<file path="config.mk">
export PLATFORM = sky130hd
export DESIGN_NAME = bcd_count_ctrl
export DESIGN_NICKNAME = d
export VERILOG_FILES = /design/src/rtl/bcd_ctrl_pkg.sv /design/src/rtl/bcd_digit.sv /design/src/rtl/bcd_count_ctrl.sv
export SDC_FILE = /design/constraint.sdc
export NUM_CORES = 1
export LEC_CHECK = 0
export ABC_AREA = 1
export ABC_CLOCK_PERIOD_IN_PS = 2300
export CORE_MARGIN = 2
export CORE_UTILIZATION = 50
export DETAILED_ROUTE_END_ITERATION = 12
export PLACE_DENSITY = 0.8
export SLEW_MARGIN = 5
export SYNTH_ARGS = -nofsm -noshare
export SYNTH_HDL_FRONTEND = slang
export SYNTH_SLANG_ARGS = --single-unit
</file>
<file path="constraint.sdc">
create_clock -name clk -period 2.3 [get_ports clk]
set_input_delay 0.46 -clock clk [delete_from_list [all_inputs] [get_ports clk]]
set_output_delay 0.46 -clock clk [all_outputs]
set_load 0.02 [all_outputs]
</file>
<file path="src/rtl/bcd_ctrl_pkg.sv">
// Shared types and constants for the cascaded BCD counter sequencer.
package bcd_ctrl_pkg;

    typedef enum logic [1:0] {
        IDLE  = 2'd0,
        RUN   = 2'd1,
        PAUSE = 2'd2,
        DONE  = 2'd3
    } state_t;

    localparam logic [1:0] OP_NOP   = 2'b00;
    localparam logic [1:0] OP_START = 2'b01;
    localparam logic [1:0] OP_STOP  = 2'b10;
    localparam logic [1:0] OP_ZERO  = 2'b11;

    localparam int unsigned DIGIT_W   = 4;
    localparam logic [3:0]  DIGIT_MAX = 4'd9;

endpackage

</file>
<file path="src/rtl/bcd_digit.sv">
// One mod-10 counter digit; q_inc is the incremented value before the sync zero,
// so the parent can compare it against a terminal value without a loop.
module bcd_digit
    import bcd_ctrl_pkg::*;
(
    input  logic               clk,
    input  logic               clear,
    input  logic               inc,
    input  logic               zero,
    output logic [DIGIT_W-1:0] q,
    output logic [DIGIT_W-1:0] q_inc,
    output logic               carry
);

    logic [DIGIT_W-1:0] r_q;

    always_comb begin
        q_inc = r_q;
        if (inc) begin
            q_inc = (r_q == DIGIT_MAX) ? '0 : r_q + 1'b1;
        end
        carry = inc && (r_q == DIGIT_MAX);
        q     = r_q;
    end

    always_ff @(posedge clk or negedge clear) begin
        if (!clear) begin
            r_q <= '0;
        end else if (zero) begin
            r_q <= '0;
        end else begin
            r_q <= q_inc;
        end
    end

endmodule

</file>
<file path="src/rtl/bcd_count_ctrl.sv">
// Start/stop/zero sequencer for a chain of BCD digits with prescaler, terminal value and lap capture.
// Optional macro BCD_CNT_AUTORELOAD_EN: terminal match reloads zero and keeps running.
module bcd_count_ctrl
    import bcd_ctrl_pkg::*;
#(
    parameter int unsigned DIGITS   = 4,
    parameter int unsigned PRESCALE = 10
) (
    input  logic                  clk,
    input  logic                  clear,
    input  logic                  cmd_valid,
    output logic                  cmd_ready,
    input  logic [1:0]            cmd_op,
    input  logic [4*DIGITS-1:0]   limit,
    output logic [4*DIGITS-1:0]   count,
    output logic                  running,
    output logic                  done,
    output logic                  wrap,
    input  logic                  lap_req,
    output logic                  snap_valid,
    input  logic                  snap_ready,
    output logic [4*DIGITS-1:0]   snap_data,
    output logic                  lap_drop
);

    localparam int unsigned CW = DIGIT_W * DIGITS;
    localparam int unsigned PW = (PRESCALE > 1) ? $clog2(PRESCALE) : 1;
`ifdef BCD_CNT_AUTORELOAD_EN
    localparam bit AUTORELOAD = 1'b1;
`else
    localparam bit AUTORELOAD = 1'b0;
`endif

    state_t          r_state;
    state_t          w_state_nxt;
    logic [PW-1:0]   r_presc;
    logic            r_cmd_ready;
    logic            r_wrap;
    logic            r_done_pulse;
    logic            r_snap_valid;
    logic [CW-1:0]   r_snap_data;
    logic            r_lap_drop;

    logic            w_acc, w_start, w_stop, w_zero;
    logic            w_tick_due, w_tick, w_match, w_clr_cnt, w_snap_acc;
    logic [DIGITS:0] w_inc;
    logic [CW-1:0]   w_cnt, w_cnt_inc;

    assign w_acc      = cmd_valid && r_cmd_ready;
    assign w_start    = w_acc && (cmd_op == OP_START);
    assign w_stop     = w_acc && (cmd_op == OP_STOP);
    assign w_zero     = w_acc && (cmd_op == OP_ZERO);
    assign w_tick_due = (r_state == RUN) && (r_presc == PW'(PRESCALE - 1));
    // A same-cycle STOP or ZERO swallows the tick.
    assign w_tick     = w_tick_due && !w_stop && !w_zero;
    assign w_match    = w_tick && (w_cnt_inc == limit);
    assign w_clr_cnt  = w_zero || (AUTORELOAD && w_match);
    assign w_snap_acc = r_snap_valid && snap_ready;
    assign w_inc[0]   = w_tick;

    for (genvar g = 0; g < DIGITS; g++) begin : g_digit
        bcd_digit u_digit (
            .clk   (clk),
            .clear (clear),
            .inc   (w_inc[g]),
            .zero  (w_clr_cnt),
            .q     (w_cnt[g*DIGIT_W +: DIGIT_W]),
            .q_inc (w_cnt_inc[g*DIGIT_W +: DIGIT_W]),
            .carry (w_inc[g+1])
        );
    end

    always_ff @(posedge clk or negedge clear) begin
        if (!clear) begin
            r_state <= IDLE;
        end else begin
            r_state <= w_state_nxt;
        end
    end

    always_comb begin
        w_state_nxt = r_state;
        if (w_zero) begin
            w_state_nxt = IDLE;
        end else begin
            case (r_state)
                IDLE:    if (w_start) w_state_nxt = RUN;
                RUN: begin
                    if (w_stop)                      w_state_nxt = PAUSE;
                    else if (w_match && !AUTORELOAD) w_state_nxt = DONE;
                end
                PAUSE:   if (w_start) w_state_nxt = RUN;
                default: w_state_nxt = r_state;
            endcase
        end
    end

    always_comb begin
        running    = (r_state == RUN);
        done       = AUTORELOAD ? r_done_pulse : (r_state == DONE);
        cmd_ready  = r_cmd_ready;
        wrap       = r_wrap;
        count      = w_cnt;
        snap_valid = r_snap_valid;
        snap_data  = r_snap_data;
        lap_drop   = r_lap_drop;
    end

    always_ff @(posedge clk or negedge clear) begin
        if (!clear) begin
            r_presc      <= '0;
            r_cmd_ready  <= 1'b1;
            r_wrap       <= 1'b0;
            r_done_pulse <= 1'b0;
            r_snap_valid <= 1'b0;
            r_snap_data  <= '0;
            r_lap_drop   <= 1'b0;
        end else begin
            r_cmd_ready  <= !w_acc;
            r_wrap       <= w_inc[DIGITS];
            r_done_pulse <= w_match;
            r_lap_drop   <= lap_req && r_snap_valid && !snap_ready;

            // Prescaler holds outside RUN so a paused partial tick survives.
            if (w_zero) begin
                r_presc <= '0;
            end else if ((r_state == RUN) && !w_stop) begin
                r_presc <= w_tick_due ? '0 : r_presc + 1'b1;
            end

            if (lap_req && (!r_snap_valid || snap_ready)) begin
                r_snap_valid <= 1'b1;
                r_snap_data  <= w_cnt;
            end else if (w_snap_acc) begin
                r_snap_valid <= 1'b0;
            end
        end
    end

endmodule

</file>
==> results of run 1 <==
[repair_timing]
action	CTS	global route
gates resized for setup	0	15
setup endpoints to repair	0	2
hold endpoints to repair	0	0
setup buffers	0	5
[where the power goes]
group          internal, mW  total [mW]  leakage [nW]  switching, mW
Combinational         0.281       0.632          1.19          0.350
Clock                 0.463       0.722        0.0714          0.259
Sequential            0.816       0.899         0.567         0.0832
Total                  1.56        2.25          1.83          0.692
[worst max-delay path, stage by stage (launching register included)]
cell and delay, ps:
dfrtp_1 410, inv_2 90, ha_4 130, nand3_2 90, nor2_4 180, nand3_4 170
buf_6 160, nand2_1 70, nand2_1 90, nand2_1 60, nand2_1 50, nand3b_1 160
nor2_2 120, nand3_2 80, nand2_2 110, nand3_2 70, nand2_1 90, nand2_1 50
[through the flow]
stage	instances	instance area, um^2	utilization [%]
2_1_floorplan	340	2550	-
3_3_place_gp	493	3450	71.5
3_5_place_dp	493	3450	71.5
4_1_cts	501	3590	74.5
5_1_grt	506	3690	76.5
6_report	506	3690	76.5
[sequential cells by signal (all words and copies together) (netlist names)]
name,cells
snap_data,16
snap_valid,1
r_state,2
lap_drop,1
cmd_ready,1
r_presc,4
g_digit.u_digit.q,16
wrap,1
[metal layers]
metal  wire [um]  share of wire [%]  GRT usage, %
met3         254                4.0          3.17
met4          79                1.2          4.09
met1        2860                 45          29.2
met5           0                  0             0
met2        3150                 50          41.7
[placed cells by master, fill, tap and decap left out, types with 3 or more instances in the layout]
master,synthesis,layout
nand2_1,100,99
clkbuf_8,0,6
nor2_2,6,5
dfrtp_1,41,39
nand4_1,5,5
ha_1,10,9
clkdlybuf4s50_1,0,59
buf_4,0,35
nand2_2,3,4
o21ai_0,20,20
nand3_1,32,29
nand3b_1,9,9
nor2_4,3,5
inv_2,3,4
nand3_2,4,7
inv_1,39,38
xor2_1,3,3
a21oi_1,7,7
or2_2,5,5
nor2_1,29,28
[path summary, 6_finish.rpt]
kind | slack, ps | cells after the start | to | start
max | 30 | 17 | r_state[1] | r_presc[1]
min | 220 | 2 | snap_data[9] | clear
max reg2reg | 30 | 17 | r_state[1] | r_presc[1]
max in group asynchronous | 1680 | 2 | r_presc[0] | clear
min reg2reg | 490 | 2 | snap_data[7] | snap_data[7]
min in group clk | 490 | 2 | snap_data[7] | snap_data[7]
[kinds of logic (layout without fill, tap and decap cells)]
kind of cell | after synthesis | in the layout | share of synthesized area (%)
adders and majority gates | 10 | 10 | 4.91
buffers and inverters | 49 | 148 | 7.27
AOI/OAI and AO/OA | 34 | 34 | 7.02
xor gates and xnor gates | 4 | 4 | 1.38
muxes | 1 | 1 | 0.442
and+or+nand+nor | 200 | 200 | 37.7
DFF | 42 | 42 | 41.3
[cell type report]
| cell class | instances | area (um^2) |
|---|---|---|
| multi-input combinational | 249 | 1370 |
| fill | 365 | 1130 |
| sequential | 42 | 1050 |
| timing repair buffer | 96 | 870 |
| inverter | 44 | 166 |
| tap | 67 | 83.8 |
| clock buffer | 6 | 82.6 |
| clock inverter | 2 | 60.1 |
==> metrics.txt, run 1 <==
status finished, final reports clean; Commonest cells post-synth nand2_1 (100), dfrtp_1 (41), inv_1 (39), nand3_1 (32), nor2_1 (29); Yosys warnings 0; Overall Power around 2.3 mW; TNS Setup 0 ps; Post-Route WL 6350 um; fmax 0.440 GHz; final period utilization 98.9%; I/O Pins 61; Die Y approximately 75 um; Slew @ Worst Pin 526 ps; DP Worst Slack -234 ps; total CTS buffers 5; worst skew pair latency 290 ps; initial antenna violation count 0; post-synthesis cell type count 32; DR pass1 iterations 4; Clk pin slew, worst setup/hold paths 90 ps; asr flop ratio synth 100%; Arr. time, crit path approximately 2500 ps; CP endpoint kind flip-flop; Site Rows 25; cell taking the most area after synthesis dfrtp_1; Antenna Nets Post-Route 0; first-pass GRT wire length 10200 um; deepest clock path buffer count 2; fin crit period approximately 2300 ps; LEAKAGE 1.83 nW; skew final 9.07 ps; Crit path required time between 2000 and 2500 ps; Crit Path Max Fanout 7; # H-tree levels 2; count leader, synth nand2_1; Post-Syn Instances 340; post-synthesis sequential area ratio 41.3%; core area just under 5000 um^2; Synth Cell Area around 2500 um^2; Area Growth Syn to Fin 44.7%; Worst Setup Path Type flip-flop to flip-flop; Fin Hold WS 223 ps; Synth Flop Type dfrtp_1; share of layout cells above drive strength 1 about a fifth; FF+latch count, synth 42; area share of the largest cell type after synthesis 40.3%; gr usage total between 20% and 30%; DP HPWL 4760 um; Final GP Congestion 0.890; Die Width 75.4 um; final setup vio count 0; Worst Slack Setup Final 26.1 ps; DRC Markers 0; Peak VDD IR 0.542 mV; Die Footprint 5680 um^2; Power Dens Cells 611 nW/um^2; CTS root buf clkbuf_8; vias per inst a little over 5; fin nets 471; remaining global-route overflow 0; Post-synth EDFFs 0; Max Slew Vio Count 0; routed length per instance 12.5 um; vias in the first global route 2353; ant diodes 0; worst min path class primary input to async pin; RSZ-0062 raised after global routing true; CP Launch Type flip-flop; initial core utilization a little over half; top cells by area, synth dfrtp_1 (40%), nand2_1 (15%), nand3_1 (6.3%); Clock Sinks 42; pin count of the biggest net entering global routing 43; IO buf count 60; DR iter-0 viols ~160; total vias in the final route about 2600; Final Hold Fails 0; CTS tree yes; worst rel slew slack 64.9%; Synth Net Count 373; hold buffers post-CTS 0; Post-Syn Area per Cell 7.49 um^2; Max-Cap Viols 0
Note: power is estimated with default switching activity, not from simulation.
==> inputs of run 2 (changes only) <==
SLEW_MARGIN = 15   (was 5)
==> results of run 2 <==
The final DEF is identical to that of run 1; final timing and power are the same.
